<file path="src/rtl/dpram_bist_pkg.sv">
// dpram_bist_pkg
// Shared types and helpers for the dual-port RAM self-test engine.
//  - state_t      : test sequencer states
//  - RD_LAT_MIN/MAX : supported RAM read latencies
//  - pat()        : test pattern generator (seed XOR address)
// Optional feature macro used by this slice: DPRAM_BIST_ERR_CAPTURE_EN
package dpram_bist_pkg;

   typedef enum logic [2:0] {
      IDLE,
      WR1,
      RD1,
      DRN1,
      WR2,
      RD2,
      DRN2,
      DONE
   } state_t;

   localparam int RD_LAT_MIN = 1;
   localparam int RD_LAT_MAX = 2;

   localparam int PAT_W = 32;

   // Pattern for one address; callers truncate to their data width.
   function automatic logic [PAT_W-1:0] pat(input logic [PAT_W-1:0] seed,
                                           input logic [PAT_W-1:0] a);
      return seed ^ a;
   endfunction

endpackage

</file>
<file path="src/rtl/dpram_bist_chk.sv">
// dpram_bist_chk
// Read-data checker for the self-test engine. Every issued read is pushed
// into an RD_LAT-deep pipe of {valid, port select, expected data[, address]}
// so that the expectation lines up with the RAM data when it returns.
// Ports:
//  clk, rst      clock, synchronous active-high reset (empties the pipe)
//  issue_vld     a read is issued this cycle
//  issue_sel_b   1 = compare against dout_b, 0 = dout_a
//  issue_exp     expected data for the issued read
//  dout_a/dout_b RAM read data
//  mismatch      returning data differs from expectation (combinational)
//  mis_exp/mis_got expected and received data of the returning read
// With DPRAM_BIST_ERR_CAPTURE_EN: issue_adr in, mis_adr out.
import dpram_bist_pkg::*;

module dpram_bist_chk #(
   parameter int DATA_W = 8,
   parameter int ADDR_W = 3,
   parameter int RD_LAT = 1
) (
   input  logic              clk,
   input  logic              rst,
   input  logic              issue_vld,
   input  logic              issue_sel_b,
   input  logic [DATA_W-1:0] issue_exp,
   input  logic [DATA_W-1:0] dout_a,
   input  logic [DATA_W-1:0] dout_b,
   output logic              mismatch,
   output logic [DATA_W-1:0] mis_exp,
   output logic [DATA_W-1:0] mis_got
`ifdef DPRAM_BIST_ERR_CAPTURE_EN
   ,
   input  logic [ADDR_W-1:0] issue_adr,
   output logic [ADDR_W-1:0] mis_adr
`endif
);

   logic [RD_LAT-1:0]             pipe_vld;
   logic [RD_LAT-1:0]             pipe_sel;
   logic [RD_LAT-1:0][DATA_W-1:0] pipe_exp;
`ifdef DPRAM_BIST_ERR_CAPTURE_EN
   logic [RD_LAT-1:0][ADDR_W-1:0] pipe_adr;
`endif

   // Delay line: stage 0 captures the read issued this cycle, the last
   // stage holds the read whose data is on dout right now.
   always_ff @(posedge clk) begin
      if (rst) begin
         pipe_vld <= '0;
         pipe_sel <= '0;
         pipe_exp <= '0;
      end else begin
         pipe_vld[0] <= issue_vld;
         pipe_sel[0] <= issue_sel_b;
         pipe_exp[0] <= issue_exp;
         for (int i = 1; i < RD_LAT; i++) begin
            pipe_vld[i] <= pipe_vld[i-1];
            pipe_sel[i] <= pipe_sel[i-1];
            pipe_exp[i] <= pipe_exp[i-1];
         end
      end
   end

`ifdef DPRAM_BIST_ERR_CAPTURE_EN
   // Address travels alongside the expectation only when it is reported.
   always_ff @(posedge clk) begin
      if (rst) begin
         pipe_adr <= '0;
      end else begin
         pipe_adr[0] <= issue_adr;
         for (int i = 1; i < RD_LAT; i++) begin
            pipe_adr[i] <= pipe_adr[i-1];
         end
      end
   end

   assign mis_adr = pipe_adr[RD_LAT-1];
`endif

   // Compare the returning data against the port it was read from.
   always_comb begin
      mis_exp  = pipe_exp[RD_LAT-1];
      mis_got  = pipe_sel[RD_LAT-1] ? dout_b : dout_a;
      mismatch = pipe_vld[RD_LAT-1] && (mis_got != mis_exp);
   end

endmodule

</file>
<file path="src/rtl/dpram_bist.sv">
// dpram_bist
// Built-in self-test engine driving both ports of a dual-port RAM.
// Pass 1 writes pat(a) through port A and reads it back through port B;
// pass 2 writes ~pat(a) through port B and reads it back through port A.
// Ports:
//  clk, rst        clock, synchronous active-high reset
//  start           1-cycle pulse, starts a test from IDLE or DONE
//  busy            test in progress
//  done, pass      run finished / finished with zero mismatches
//  err_cnt         saturating mismatch count
//  ce, we_a, we_b  RAM chip enable and per-port write enables
//  din_a/adr_a     RAM port A write data and address
//  din_b/adr_b     RAM port B write data and address
//  dout_a/dout_b   RAM read data
// With DPRAM_BIST_ERR_CAPTURE_EN: err_adr/err_exp/err_got hold the first
// mismatch of the run.
import dpram_bist_pkg::*;

module dpram_bist #(
   parameter int                DATA_W = 8,
   parameter int                ADDR_W = 3,
   parameter logic [DATA_W-1:0] SEED   = 8'h77,
   parameter int                RD_LAT = 1,
   parameter int                ERR_W  = 8
) (
   input  logic              clk,
   input  logic              rst,
   input  logic              start,
   output logic              busy,
   output logic              done,
   output logic              pass,
   output logic [ERR_W-1:0]  err_cnt,
   output logic              ce,
   output logic              we_a,
   output logic              we_b,
   output logic [DATA_W-1:0] din_a,
   output logic [ADDR_W-1:0] adr_a,
   output logic [DATA_W-1:0] din_b,
   output logic [ADDR_W-1:0] adr_b,
   input  logic [DATA_W-1:0] dout_a,
   input  logic [DATA_W-1:0] dout_b
`ifdef DPRAM_BIST_ERR_CAPTURE_EN
   ,
   output logic [ADDR_W-1:0] err_adr,
   output logic [DATA_W-1:0] err_exp,
   output logic [DATA_W-1:0] err_got
`endif
);

   generate
      if (RD_LAT < RD_LAT_MIN || RD_LAT > RD_LAT_MAX) begin : g_bad_rd_lat
         $error("dpram_bist: RD_LAT out of supported range");
      end
   endgenerate

   localparam logic [ADDR_W-1:0] ADR_MAX  = '1;
   localparam logic [ERR_W-1:0]  ERR_MAX  = '1;
   localparam logic [1:0]        DRN_LAST = 2'(RD_LAT - 1);

   state_t            state;
   state_t            state_nxt;
   logic [ADDR_W-1:0] addr;
   logic [1:0]        drn_cnt;
   logic [ERR_W-1:0]  err_nxt;
   logic              start_acc;
   logic [DATA_W-1:0] pat_cur;
   logic              issue_vld;
   logic              issue_sel_b;
   logic [DATA_W-1:0] issue_exp;
   logic              mismatch;
   logic [DATA_W-1:0] mis_exp;
   logic [DATA_W-1:0] mis_got;
`ifdef DPRAM_BIST_ERR_CAPTURE_EN
   logic [ADDR_W-1:0] mis_adr;
`endif

   assign pat_cur = DATA_W'(pat(PAT_W'(SEED), PAT_W'(addr)));

   dpram_bist_chk #(
      .DATA_W (DATA_W),
      .ADDR_W (ADDR_W),
      .RD_LAT (RD_LAT)
   ) u_chk (
      .clk         (clk),
      .rst         (rst),
      .issue_vld   (issue_vld),
      .issue_sel_b (issue_sel_b),
      .issue_exp   (issue_exp),
      .dout_a      (dout_a),
      .dout_b      (dout_b),
      .mismatch    (mismatch),
      .mis_exp     (mis_exp),
      .mis_got     (mis_got)
`ifdef DPRAM_BIST_ERR_CAPTURE_EN
      ,
      .issue_adr   (addr),
      .mis_adr     (mis_adr)
`endif
   );

   // Sequencer: next state plus every RAM-facing output. The RAM pins are a
   // pure function of state and address, so reset zeroes them at once.
   // The idle port always sits at address 0 with its write enable low.
   always_comb begin
      state_nxt   = state;
      start_acc   = 1'b0;
      busy        = 1'b0;
      ce          = 1'b0;
      we_a        = 1'b0;
      we_b        = 1'b0;
      din_a       = '0;
      din_b       = '0;
      adr_a       = '0;
      adr_b       = '0;
      issue_vld   = 1'b0;
      issue_sel_b = 1'b0;
      issue_exp   = '0;
      case (state)
         IDLE, DONE: begin
            if (start) begin
               state_nxt = WR1;
               start_acc = 1'b1;
            end
         end
         WR1: begin
            busy  = 1'b1;
            ce    = 1'b1;
            we_a  = 1'b1;
            adr_a = addr;
            din_a = pat_cur;
            if (addr == ADR_MAX) state_nxt = RD1;
         end
         RD1: begin
            busy        = 1'b1;
            ce          = 1'b1;
            adr_b       = addr;
            issue_vld   = 1'b1;
            issue_sel_b = 1'b1;
            issue_exp   = pat_cur;
            if (addr == ADR_MAX) state_nxt = DRN1;
         end
         DRN1: begin
            busy = 1'b1;
            if (drn_cnt == DRN_LAST) state_nxt = WR2;
         end
         WR2: begin
            busy  = 1'b1;
            ce    = 1'b1;
            we_b  = 1'b1;
            adr_b = addr;
            din_b = ~pat_cur;
            if (addr == ADR_MAX) state_nxt = RD2;
         end
         RD2: begin
            busy      = 1'b1;
            ce        = 1'b1;
            adr_a     = addr;
            issue_vld = 1'b1;
            issue_exp = ~pat_cur;
            if (addr == ADR_MAX) state_nxt = DRN2;
         end
         DRN2: begin
            busy = 1'b1;
            if (drn_cnt == DRN_LAST) state_nxt = DONE;
         end
         default: state_nxt = IDLE;
      endcase
   end

   // Error count for the next edge: cleared by an accepted start, otherwise
   // bumped per mismatch and pinned at all-ones.
   always_comb begin
      err_nxt = err_cnt;
      if (start_acc) begin
         err_nxt = '0;
      end else if (mismatch && (err_cnt != ERR_MAX)) begin
         err_nxt = err_cnt + 1'b1;
      end
   end

   // State, address/drain counters and result registers. pass looks at
   // err_nxt so a mismatch on the final drain cycle is still counted.
   always_ff @(posedge clk) begin
      if (rst) begin
         state   <= IDLE;
         addr    <= '0;
         drn_cnt <= '0;
         err_cnt <= '0;
         done    <= 1'b0;
         pass    <= 1'b0;
      end else begin
         state   <= state_nxt;
         err_cnt <= err_nxt;
         if (state == WR1 || state == RD1 || state == WR2 || state == RD2) begin
            addr <= addr + 1'b1;
         end else begin
            addr <= '0;
         end
         if ((state == DRN1 || state == DRN2) && (state_nxt == state)) begin
            drn_cnt <= drn_cnt + 1'b1;
         end else begin
            drn_cnt <= '0;
         end
         if (start_acc) begin
            done <= 1'b0;
            pass <= 1'b0;
         end else if (state == DRN2 && state_nxt == DONE) begin
            done <= 1'b1;
            pass <= (err_nxt == '0);
         end
      end
   end

`ifdef DPRAM_BIST_ERR_CAPTURE_EN
   // First mismatch of a run is the one seen while the count is still zero.
   always_ff @(posedge clk) begin
      if (rst) begin
         err_adr <= '0;
         err_exp <= '0;
         err_got <= '0;
      end else if (start_acc) begin
         err_adr <= '0;
         err_exp <= '0;
         err_got <= '0;
      end else if (mismatch && (err_cnt == '0)) begin
         err_adr <= mis_adr;
         err_exp <= mis_exp;
         err_got <= mis_got;
      end
   end
`endif

endmodule

</file>
<file path="config.mk">
export PLATFORM = sky130hd
export DESIGN_NAME = dpram_bist
export DESIGN_NICKNAME = d
export VERILOG_FILES = /design/src/rtl/dpram_bist_pkg.sv /design/src/rtl/dpram_bist_chk.sv /design/src/rtl/dpram_bist.sv
export SDC_FILE = /design/constraint.sdc
export NUM_CORES = 1
export LEC_CHECK = 0
export BUFFER_PORTS_ARGS = -buffer_cell sky130_fd_sc_hd__buf_2
export CAP_MARGIN = 5
export CORE_MARGIN = 2
export CORE_UTILIZATION = 46
export CTS_BUF_LIST = sky130_fd_sc_hd__clkbuf_8
export DETAILED_ROUTE_END_ITERATION = 7
export PLACE_DENSITY = 0.8
export SYNTH_ARGS = -nofsm -noshare
export SYNTH_HDL_FRONTEND = slang
export SYNTH_SLANG_ARGS = --single-unit
</file>
<file path="constraint.sdc">
create_clock -name clk -period 1.9 [get_ports clk]
set_input_delay 0.095 -clock clk [delete_from_list [all_inputs] [get_ports clk]]
set_output_delay 0.095 -clock clk [all_outputs]
set_load 0.005 [all_outputs]
</file>
-- Word level (Yosys, flattened, before mapping)
Index checks and enable logic that the tools add are counted.
- add/sub/neg operators: 3
- equal/unequal tests: 12
- multiplexer cells: 24
- bitwise gates (word level): 4
- reductions and logical operators: 20
- operator list (operator ; count):
    two-way mux 8 bit ; 4
    two-way mux 3 bit ; 9
    one-hot mux 3 bit (7 select lines) ; 1
    equality test 3 bit, second input constant ; 6
    one-hot mux 8 bit (2 select lines) ; 1
    OR reduction 2 bit ; 7
    adder 8 x 1 -> 8 bit, second input constant ; 1
    zero test 8 bit ; 1
    two-way mux 1 bit ; 8
    inequality test 8 bit ; 1
    inequality test 8 bit, second input constant ; 1
    NOT 7 -> 8 bit ; 1
    two-way mux 7 bit ; 1
    equality test 3 x 2 -> 1 bit, second input constant ; 2
    NOT 3 -> 6 bit ; 1
    OR reduction 6 bit ; 1
    logical AND 1 bit ; 4
    logical OR 1 bit ; 4
    OR reduction 4 bit ; 1
    adder 3 x 1 -> 3 bit, second input constant ; 1
    equality test 3 x 1 -> 1 bit, second input constant ; 1
    equality test 3 bit ; 1
    zero test 3 bit ; 1
    adder 2 x 1 -> 2 bit, second input constant ; 1
    2 further kinds ; 3
- flip-flop bits (word level): 28
- bits of input ports: 19
- output and inout bits: 36

-- Logic depth before layout (Yosys ltp)
- word-level depth: 7
- depth in mapped cells: 8
- mapped depth without buffers: 7

-- Hierarchy
Synthesis repeated with hierarchy kept, for this count alone.
- cell total of the unflattened synthesis: 195
- area total of the unflattened synthesis: 1745.4 um2
- by module, submodules not included (module ; instances ; cells each ; area an instance (um2) ; sequential area each (um2)):
    dpram_bist ; 1 ; 155 ; 1276.2 ; 360.3
    dpram_bist_chk ; 1 ; 40 ; 469.2 ; 200.2

-- Least setup slack after synthesis
Ideal clock, no wire load.
- path type: register to register
- from: register u_chk.pipe_exp, in the netlist u_chk.mis_exp[6]
- to: register pass
- arrival time: 1.696 ns
- required time: 1.816 ns
- path slack: 0.119 ns
- stages on the path, launching flop included: 9
- buffers on the path: 1
- path through: dfxtp_1 -> buf_6 -> mux2i_1 -> xor2_1 -> nand3_2 -> o2111ai_1 -> mux2i_1 -> o211ai_1 -> o31ai_2
- longest elaborated chain between the ends: 6
- RTL lines (item ; RTL line ; text):
    start, declared ; dpram_bist_chk.sv:40 ; logic [RD_LAT-1:0][DATA_W-1:0] pipe_exp;
    start signal, assigned by index ; dpram_bist_chk.sv:59 ; pipe_exp[i] <= pipe_exp[i-1];
    inequality test 8 bit ; dpram_bist_chk.sv:84 ; mismatch = pipe_vld[RD_LAT-1] && (mis_got != mis_exp);
    logical AND 1 bit ; dpram_bist_chk.sv:84 ;
    logical AND 1 bit ; dpram_bist.sv:176 ; end else if (mismatch && (err_cnt != ERR_MAX)) begin
    two-way mux 8 bit ; dpram_bist.sv:176 ;
    two-way mux 8 bit ; dpram_bist.sv:174 ; if (start_acc) begin
    zero test 8 bit ; dpram_bist.sv:209 ; pass <= (err_nxt == '0);
    end signal, assigned ; dpram_bist.sv:209 ;
    end, declared ; dpram_bist.sv:31 ; output logic pass,
No other way between the ends.
A chain may end at the register's enable or synchronous reset.

-- Worst setup path after layout
Same ends and word-level chain as after synthesis.

==> out/metrics.csv <==
metric;value;unit
status;complete, but fails checks;
violations_in_the_final_reports;setup timing;
seq_area;484;sq um
gr-usage-met2;0.309;
setup_viol;1;
syn_area;1490;sq um
yosys.cell_types.count;44;
synth-seq-cells;24;
syn_avg_cell_area;8.28;sq um
path_clk_slew;0.08;ns
max_slew_violations;0;
fillCellCount;283;
crit_fanout;5;
yosys.area_share.adder;0.0336;
drv.max_cap_violation_count;0;
worst-r2r-setup-slack;-0.09;ns
final_min_period_over_clock_period;1.05;
reg_to_reg_end;pass;
sequentialPowerShare;0.558;
p_sw_frac;0.237;
power_leakage;0.000883;uW
grt_pass1_vias;1271;
detail_route.wirelength;3.41;mm
setup.worst_path.end_class;flip-flop;
yosys.area_share.xor_xnor;0.0705;
synthFlopType;sky130_fd_sc_hd__dfxtp_1;
pwr-share-clk;0.321;
clock_path_buffers;2;
fin_skew;0.00114;ns
floorplan.die.width;60.9;um
synth_edf_count;0;
grt-busiest-layer;met2;
cts_num_sinks;24;
synth.mux.area_fraction;0.0479;
worst_setup_path_start_kind;flip-flop;
post-dp-hpwl;2.43;mm
globalRouteOverflowTotal;0;
detail_route.first_pass.iterations;4;
area_of_the_multi_input_gates;947;sq um
timing.hold.worst_path_depth;2;
die_y;60.9;um
wl_per_cell;12.3;um
drt.antenna.violating_nets;0;
drc;0;
fp.coreArea;3080;sq um
synth_largest_type_area_fraction;0.322;
hold_violations;0;
dpl.cell_count;274;
maxClockFrequency;501;MHz
area_growth;28.8;%
peakVddDrop;0.398;mV
grt_start_max_net_pins;15;
syn-instance-count;180;
power.share.combinational;0.121;
post-place-ws;-0.128;ns
path_class;reg2reg;
grt.met3_usage;0.0512;
rsz_0062_raised_after_global_routing;true;
core.rowCount;20;
count_of_input_and_output_buffers;49;
holdBufCountCts;0;
tritoncts;done;
grt_first_pass_wirelength;5.21;mm
synth-simple-area-share;0.270;
hold_path.startpoint;rst;
cts_root_buffer;sky130_fd_sc_hd__clkbuf_8;
cp.arrival;2.18;ns
drive_above_1_share;0.355;
timing.reg2reg.worst_path_depth;7;
power_density_relative_to_cell_area;477;nW/um^2
timing.hold.worst.class;in2reg;
worstHoldEndpoint;u_chk.mis_exp[2];
die-area;3710;sq um
num_io_pins;55;
via_count;1404;
detailedRoute.firstIterationViolations;37;
tritoncts.num_buffers;3;
switching_power;217;uW
synth_compound_area_frac;0.160;
internal_power;699;uW
synth_seq_area_share;0.322;
cp.required;2.08;ns
detail_route.vias_per_cell;5.05;
postSynth.asyncResetShare;0;
post-route-min-period;1.99;ns
synth_largest_area_cell;sky130_fd_sc_hd__dfxtp_1;
grt.met1_usage;0.229;
gp_congestion;0.822;
htree_levels;1;
antenna_found_initial;0;
antenna_cells_inserted;0;
dominant_combinational_cell_family_by_area_after_synthesis;simple AND/OR/NAND/NOR gates;
regToRegStartpoint;u_chk.mis_exp[6];
ys_warn_count;0;
initial_cell_density_of_the_core;0.484;
layout.cells.non_filler;278;
insertion_delay;0.26;ns
totalPowerFinal;915;uW
final.setup.worst_slack;-0.0944;ns
synth_area_leaders;sky130_fd_sc_hd__dfxtp_1 32%, sky130_fd_sc_hd__nor2_1 6.8%, sky130_fd_sc_hd__buf_4 5.0%, sky130_fd_sc_hd__mux2i_1 4.0%, sky130_fd_sc_hd__and2_1 3.8%;
design.final.nets;259;
track_usage;0.186;
==> state kept, by name, summed over array words and instances, names as in the netlist <==
name and flops:
addr 3, state 3, err_cnt 8, u_chk.mis_exp 5, done 1, drn_cnt 2, pass 1, u_chk.pipe_vld 1
==> per-stage QoR <==
stage | instance area [sq um] | setup TNS (ns) | hold WS, ns | util
2_1_floorplan | 1510 | 0 | 0.291 | -
3_3_place_gp | 1800 | 0 | 0.412 | 0.585
3_5_place_dp | 1800 | -0.131 | 0.416 | 0.585
4_1_cts | 1900 | -0.0261 | 0.154 | 0.616
5_1_grt | 1920 | -0.198 | 0.161 | 0.624
6_report | 1920 | -0.0944 | 0.162 | 0.624
==> area by class of cell <==
type                            count  share of cell area
Sequential cell                    24               0.252
Multi-Input combinational cell    135               0.493
Timing Repair Buffer               64               0.188
Clock buffer                        3              0.0215
Inverter                            8              0.0156
Tap cell                           44              0.0287
==> cell usage in the layout (no fill, tap or decap), types with 2 or more instances in the layout <==
cell type                  count
sky130_fd_sc_hd__buf_4        14
sky130_fd_sc_hd__dfxtp_1      23
sky130_fd_sc_hd__mux2i_2       2
sky130_fd_sc_hd__nor3_1        3
sky130_fd_sc_hd__buf_2        49
sky130_fd_sc_hd__nand3_1       7
sky130_fd_sc_hd__nor2_1       27
sky130_fd_sc_hd__xor2_1        6
sky130_fd_sc_hd__ha_1          4
sky130_fd_sc_hd__o21ai_0       5
sky130_fd_sc_hd__nand4_1       2
sky130_fd_sc_hd__a21oi_1       5
sky130_fd_sc_hd__nor4_1        2
sky130_fd_sc_hd__o211ai_1      2
sky130_fd_sc_hd__clkbuf_8      3
sky130_fd_sc_hd__and3_1        5
sky130_fd_sc_hd__xnor2_1       6
sky130_fd_sc_hd__a21oi_2       2
sky130_fd_sc_hd__nand2_1       7
sky130_fd_sc_hd__nor2b_1       3
sky130_fd_sc_hd__nand2b_1      3
sky130_fd_sc_hd__inv_1         8
sky130_fd_sc_hd__mux2i_1       4
sky130_fd_sc_hd__a31oi_1       4
sky130_fd_sc_hd__or3_1         2
sky130_fd_sc_hd__conb_1        5
sky130_fd_sc_hd__and2_1        9
==> layer usage <==
layer / vias up / wire, um
li1: 724 / -
met1: 635 / 1540
met2: 37 / 1620
met3: 8 / 183
met4: 0 / 59
met5: - / 0
==> how the worst max path moves through the flow <==
stage,startpoint,end,slack [ns],cells after the start
after floorplan,u_chk.mis_exp[6],pass,0.12,8
after global placement,u_chk.mis_exp[6],pass,0.03,7
after detailed placement,u_chk.mis_exp[6],pass,-0.13,7
after CTS,u_chk.mis_exp[6],pass,-0.03,7
after global routing,u_chk.mis_exp[6],pass,-0.17,7
final,u_chk.mis_exp[6],pass,-0.09,7
==> synth_stat cells (6+ instances only) <==
cell type	count
sky130_fd_sc_hd__mux2i_1	6
sky130_fd_sc_hd__nand3_1	7
sky130_fd_sc_hd__inv_1	8
sky130_fd_sc_hd__dfxtp_1	24
sky130_fd_sc_hd__nand2_1	7
sky130_fd_sc_hd__buf_4	10
sky130_fd_sc_hd__xor2_1	6
sky130_fd_sc_hd__a21oi_1	7
sky130_fd_sc_hd__xnor2_1	6
sky130_fd_sc_hd__nor2_1	27
sky130_fd_sc_hd__and2_1	9
==> critical path: stages, from the launching register on <==
cell	delay, ns
sky130_fd_sc_hd__dfxtp_4	0.37
sky130_fd_sc_hd__buf_4	0.16
sky130_fd_sc_hd__o32ai_4	0.28
sky130_fd_sc_hd__o311ai_4	0.19
sky130_fd_sc_hd__o2111ai_2	0.26
sky130_fd_sc_hd__mux2i_2	0.32
sky130_fd_sc_hd__o211ai_1	0.14
sky130_fd_sc_hd__o31ai_2	0.19
==> power by group through the flow <==
stage	logic (uW)	clock network, uW	registers [uW]
2_1_floorplan	69.2	0	521
3_3_place_gp	103	0	524
3_5_place_dp	103	0	524
4_1_cts	110	308	511
5_1_grt	122	323	512
6_report	110	294	511
==> logic make-up (layout without fill, tap and decap cells) <==
logic type | after synthesis | after routing
adders and majority gates | 4 | 4
other | 1 | 5
and+or+nand+nor | 77 | 77
DFF | 24 | 24
buffers and inverters | 25 | 75
AOI/OAI and AO/OA | 30 | 30
muxes | 7 | 7
xor gates and xnor gates | 12 | 12
==> what timing repair did <==
item / 4_1_cts / 5_1_grt
endpoints found under the setup margin: 4 / 4
resized for setup: 7 / 6
pin swaps: 6 / 4
buffers inserted: 1 / 1
cloned: 0 / 0
(Power assumes the default switching activity.)
